**src/rtl/operand_loader.sv**
```systemverilog
// ---------------------------------------------------------------------------
// operand_loader
//
// Front end for the 7-bit adder. Four raw push-buttons and a 4-bit switch
// bank are synchronised and the buttons are debounced. Each accepted press
// (the debounced level rising) loads one nibble of operand a or b from the
// synchronised switches. The module flags when all four nibbles have been
// loaded since the last clear.
//
// Parameters
//   DEBOUNCE_CYCLES  number of consecutive stable cycles before a new button
//                    level is accepted (>= 2)
//   CNT_W            debounce counter width; must hold DEBOUNCE_CYCLES-1
//
// Ports
//   clk             in   1  system clock
//   rst_n           in   1  asynchronous active-low reset
//   x               in   4  raw switch nibble (asynchronous)
//   pb1             in   1  raw button: load a[3:0]
//   pb2             in   1  raw button: load a[6:4]
//   pb3             in   1  raw button: load b[3:0]
//   pb4             in   1  raw button: load b[6:4]
//   clr             in   1  synchronous clear of operands, strobe and mask
//   a               out  7  operand A to adder
//   b               out  7  operand B to adder
//   load_strobe     out  4  one-cycle pulse per accepted press, bit i = pb(i+1)
//   loaded_mask     out  4  bit i set once pb(i+1) nibble loaded since clear
//   operands_valid  out  1  all four nibbles loaded (&loaded_mask)
// ---------------------------------------------------------------------------
module operand_loader #(
    parameter int DEBOUNCE_CYCLES = 500000,
    parameter int CNT_W           = 20
) (
    input  logic       clk,
    input  logic       rst_n,
    input  logic [3:0] x,
    input  logic       pb1,
    input  logic       pb2,
    input  logic       pb3,
    input  logic       pb4,
    input  logic       clr,
    output logic [6:0] a,
    output logic [6:0] b,
    output logic [3:0] load_strobe,
    output logic [3:0] loaded_mask,
    output logic       operands_valid
);

    localparam logic [CNT_W-1:0] CNT_MAX = CNT_W'(DEBOUNCE_CYCLES - 1);

    logic [3:0]       pb_raw;
    logic [3:0]       pb_meta;
    logic [3:0]       pb_s;
    logic [3:0]       x_meta;
    logic [3:0]       x_s;
    logic [3:0]       db;
    logic [CNT_W-1:0] cnt [4];
    logic [3:0]       rise;

    // Bit i of every 4-bit button vector corresponds to pb(i+1).
    assign pb_raw = {pb4, pb3, pb2, pb1};

    // Two-flop synchronisers. The switches are synchronised the same way as
    // the buttons; they are only sampled long after they have settled.
    // NOTE: sequential state uses non-blocking assignments so every flop
    // samples the pre-edge value of its neighbours, which is what makes the
    // meta -> s chain a real two-stage shift rather than a single wire.
    always_ff @(posedge clk or negedge rst_n) begin
        if (!rst_n) begin
            pb_meta <= '0;
            pb_s    <= '0;
            x_meta  <= '0;
            x_s     <= '0;
        end else begin
            pb_meta <= pb_raw;
            pb_s    <= pb_meta;
            x_meta  <= x;
            x_s     <= x_meta;
        end
    end

    // Per-button debounce. The counter measures how long pb_s has disagreed
    // with the accepted level; any agreement restarts it, so the level only
    // flips after DEBOUNCE_CYCLES uninterrupted differing cycles.
    always_ff @(posedge clk or negedge rst_n) begin
        if (!rst_n) begin
            db <= '0;
            for (int i = 0; i < 4; i++) begin
                cnt[i] <= '0;
            end
        end else begin
            for (int i = 0; i < 4; i++) begin
                if (pb_s[i] == db[i]) begin
                    cnt[i] <= '0;
                end else if (cnt[i] == CNT_MAX) begin
                    db[i]  <= pb_s[i];
                    cnt[i] <= '0;
                end else begin
                    cnt[i] <= cnt[i] + CNT_W'(1);
                end
            end
        end
    end

    // A press is accepted on the very edge where db goes 0 -> 1, so the
    // nibble load is decoded from the pre-edge debounce state instead of
    // waiting a cycle for db to be visible high.
    // NOTE: every bit is assigned on every pass through this block; a path
    // that left rise unassigned would infer a latch.
    always_comb begin
        rise = '0;
        for (int i = 0; i < 4; i++) begin
            rise[i] = pb_s[i] & ~db[i] & (cnt[i] == CNT_MAX);
        end
    end

    // Operand registers, strobe and mask. clr has priority over any load in
    // the same cycle but leaves the debounce state alone, so a button that
    // is still held across a clear does not load again.
    always_ff @(posedge clk or negedge rst_n) begin
        if (!rst_n) begin
            a           <= '0;
            b           <= '0;
            load_strobe <= '0;
            loaded_mask <= '0;
        end else if (clr) begin
            a           <= '0;
            b           <= '0;
            load_strobe <= '0;
            loaded_mask <= '0;
        end else begin
            load_strobe <= rise;
            loaded_mask <= loaded_mask | rise;
            if (rise[0]) a[3:0] <= x_s;
            if (rise[1]) a[6:4] <= x_s[2:0];
            if (rise[2]) b[3:0] <= x_s;
            if (rise[3]) b[6:4] <= x_s[2:0];
        end
    end

    assign operands_valid = &loaded_mask;

endmodule

```
**config.mk**
```make
export PLATFORM = sky130hd
export DESIGN_NAME = operand_loader
export DESIGN_NICKNAME = d
export VERILOG_FILES = /design/src/rtl/operand_loader.sv
export SDC_FILE = /design/constraint.sdc
export NUM_CORES = 1
export LEC_CHECK = 0
export CAP_MARGIN = 30
export CORE_MARGIN = 10
export CORE_UTILIZATION = 45
export CTS_CLUSTER_DIAMETER = 200
export DETAILED_ROUTE_END_ITERATION = 16
export GPL_TIMING_DRIVEN = 0
export PLACE_DENSITY = 0.74
export SYNTH_ARGS = -nofsm -noshare
export SYNTH_HDL_FRONTEND = slang
export SYNTH_SLANG_ARGS = --single-unit
```
**constraint.sdc**
```tcl
create_clock -name clk -period 6.5 [get_ports clk]
set_input_delay 1.95 -clock clk [delete_from_list [all_inputs] [get_ports clk]]
set_output_delay 1.95 -clock clk [all_outputs]
set_load 0.01 [all_outputs]
```
==> results of run 1 <==
## registers in the layout, indices dropped and copies added, names as in the netlist
register,flops
load_strobe,4
a,7
db,4
b,7
pb_meta,4
x_s,4
loaded_mask,4
pb_s,4
x_meta,4
cnt,80
## path summary, 6_finish.rpt
| kind | slack (ns) | end | start | cells after the start |
|---|---|---|---|---|
| setup reg to reg | 4.18 | cnt[48] | cnt[47] | 7 |
| hold / removal | 0.35 | pb_s[0] | pb_meta[0] | 0 |
| hold reg to reg | 0.35 | pb_s[0] | pb_meta[0] | 0 |
| setup / recovery | 2.87 | operands_valid | loaded_mask[0] | 3 |
| min in group asynchronous | 1.47 | cnt[67] | rst_n | 1 |
| max in group asynchronous | 4.34 | cnt[19] | rst_n | 2 |
## layout by cell type (no fill, tap or decap), types with 11 or more instances in the layout
cell             count
a21oi_1             32
and3_1              11
clkbuf_1            12
clkbuf_16           17
clkdlybuf4s50_1     32
dfrtp_1            122
inv_1               16
nand2_1             25
nand2b_1            14
nand3_1             31
nand4_1             29
nor2_1              68
nor3_1              15
nor4_1              11
o21ai_0             19
or3_1               16
or4_1               12
xnor2_1             30
xor2_1              17
## metal layers
layer	GRT usage [%]	vias up	wire length (um)
li1	-	2089	-
met1	17.1	2178	5450
met2	23.2	66	5960
met3	4.65	11	460
met4	4.82	0	133
met5	0	-	0
## cell families after synthesis
| group | count (synthesis) |
|---|---|
| DFF | 122 |
| and+or+nand+nor | 260 |
| muxes | 14 |
| AOI/OAI and AO/OA | 66 |
| adders and majority gates | 8 |
| buffers and inverters | 34 |
| xor gates and xnor gates | 47 |
## cell type report
class	instances	area (sq um)	area share, %
inverters	16	60.1	0.877
multi-input cells	395	2450	35.8
clock inverters	11	168	2.45
well taps	168	210	3.07
flip-flops and latches	122	3050	44.6
clock buffers	21	470	6.87
plain buffers	18	76.3	1.11
repair buffers	34	359	5.24
## power by group through the flow
stage / registers, mW / logic [mW] / clock network [mW]
finish: 0.780 / 0.0533 / 1.00
detailed placement: 0.793 / 0.0547 / 0
floorplan: 0.791 / 0.0242 / 0
global route: 0.781 / 0.0609 / 1.05
global placement: 0.793 / 0.0511 / 0
CTS: 0.779 / 0.0552 / 1.02
==> flow_summary_export.csv, run 1 <==
group,metric,value,unit
status,status,"finished, final reports clean",
yosys,synth_edf_count,0,
power,cellPowerDensity,268,mW/mm^2
global_route,grt_pass1_wl,20300,um
yosys,syn_inst,551,
die,die_w,132,um
yosys,synthXorXnorAreaFrac,7.30,%
yosys,synth_fa_ha_area_share,1.78,%
clock_network,cts_sinks,122,
route,vias,4344,
timing,setup-tns-final,0,ns
power,power_frac_seq,42.5,%
timing,layout_setup_ws,2.87,ns
final_layout,diodes,0,
yosys,synth_area,0.00564,sq mm
global_route,antenna_found_initial,0,
yosys,synth-seq-cells,122,
yosys,yosys.area_share.simple,25.3,%
place,placed_area,0.00621,sq mm
route,wl_per_cell,15.3,um
setup_path,arrival,1.68,ns
route,drtIter0Drc,417,
place,place_hpwl,8390,um
timing,setup_viol,0,
clock_network,clk_pin_slew,0.06,ns
global_route,grt_usage,14.2,%
timing,fin_crit_sh,55.8,%
yosys,synth_mux_area_share,2.57,%
power,p_clk_share,54.6,%
global_route,first_global_vias,4215,
route,routed_wl,12000,um
setup_path,slowest_delay,0.57,ns
die,io_pins,34,
clock_network,ctsLongestPathBuffers,2,
yosys,synth_cell_type_count,38,
job,drv_cap,0,
clock_network,ctsResizeCount,0,
route,drtAntennaViolNets,0,
yosys,ys_warn_count,0,
die,rows,40,
timing,relSlewSlack,59.6,%
clock_network,insertion_delay,0.42,ns
yosys,synthArstFlopShare,100,%
yosys,netlist.area_leader.share,54.1,%
clock_network,cts_setup_buffers,0,
power,p_switching,0.375,mW
final_layout,n_fill_cell,1028,
clock_network,h-tree-depth,4,
place,routabilityCongestion,0.826,
yosys,synth_top_area_cell,"dfrtp_1",
route,post-route-drc-count,0,
power,pwr-share-comb,2.9,%
clock_network,cts_hold_buffers,0,
global_route,overflow,0,
clock_network,cts_tree,"built",
final_layout,stdcell_area,0.00685,sq mm
place,dp.cells,753,
timing,fin_crit,3.63,ns
yosys,ys_seq_area_share,54.1,%
power,total_leakage_power,2.82,nW
setup_path,critical_path_class,"flop to output pin",
global_route,grt_max_degree,72,
power,p_sw_share,20.4,%
final_layout,drive_above_1_share,7.29,%
yosys,ys_top_cells_by_count,"dfrtp_1 (122), nor2_1 (68), a21oi_1 (32)",
timing,clock_skew,0.00775,ns
yosys,synthesis.nets,570,
timing,hold_viol,0,
yosys,yosysMostFrequentCell,"dfrtp_1",
die,core,0.0122,sq mm
power,vdd_drop_max,0.222,mV
yosys,synth-compound-area-share,6.50,%
setup_path,crit_family,"buffers and inverters",
timing,maxSlewViolCount,0,
min_path,hold_path_class,"flop to flop",
timing,clock.fmax,0.275,GHz
timing,holdWs,0.346,ns
place,portBuffers,33,
yosys,synth_top_family_by_area,"simple AND/OR/NAND/NOR gates",
die,die_h,132,um
yosys,synthTopCellsByArea,"dfrtp_1 (54%), xnor2_1 (4.7%), nor2_1 (4.5%)",
setup_path,critPathBufInv,1,
die,die-area,0.0174,sq mm
place,pre_cts_ws,2.75,ns
final_layout,fin_nets,623,
final_layout,final_cells,785,
power,p_int,1.46,mW
final_layout,utilization,56.3,%
setup_path,crit_fanout,3,
setup_path,end_kind,"output pin",
timing,rsz0062_at_grt,"no",
clock_network,cts_made_buffers,17,
route,dr.pass1.iters,5,
setup_path,crit_path_start_kind,"flop",
setup_path,crit_chain,"nand2_1 > nor3_1 > clkdlybuf4s50_1",
yosys,synth.avg_cell_area,10.2,sq um
setup_path,worst_ep_required_time,4.55,ns
setup_path,slowest_stage,"clkdlybuf4s50_1",
yosys,synthFlopType,"dfrtp_1",
power,design_power_total,1.84,mW
route,vias_per_cell,5.53,
clock_network,clock-root-buffer,"clkbuf_16",
timing,tightest_slew,0.606,ns
die,start_util,46.4,%
final_layout,syn_to_final_growth,21.4,%
(Power assumes the default switching activity.)
==> inputs of run 2 (changes only) <==
==> constraint.sdc (replaced) <==
create_clock -name clk -period 3.8 [get_ports clk]
set_input_delay 1.14 -clock clk [delete_from_list [all_inputs] [get_ports clk]]
set_output_delay 1.14 -clock clk [all_outputs]
set_load 0.01 [all_outputs]
==> results of run 2 <==
Same layout as run 1 (identical final DEF). Status: finished, final reports clean.
Among the figures that moved: setup slack after placement 2.75 ns -> 0.860 ns; setup slack after layout 2.87 ns -> 0.980 ns; register-to-register setup slack 4.18 ns -> 1.48 ns; total power 1.84 mW -> 3.14 mW; worst IR drop on VDD 0.222 mV -> 0.380 mV
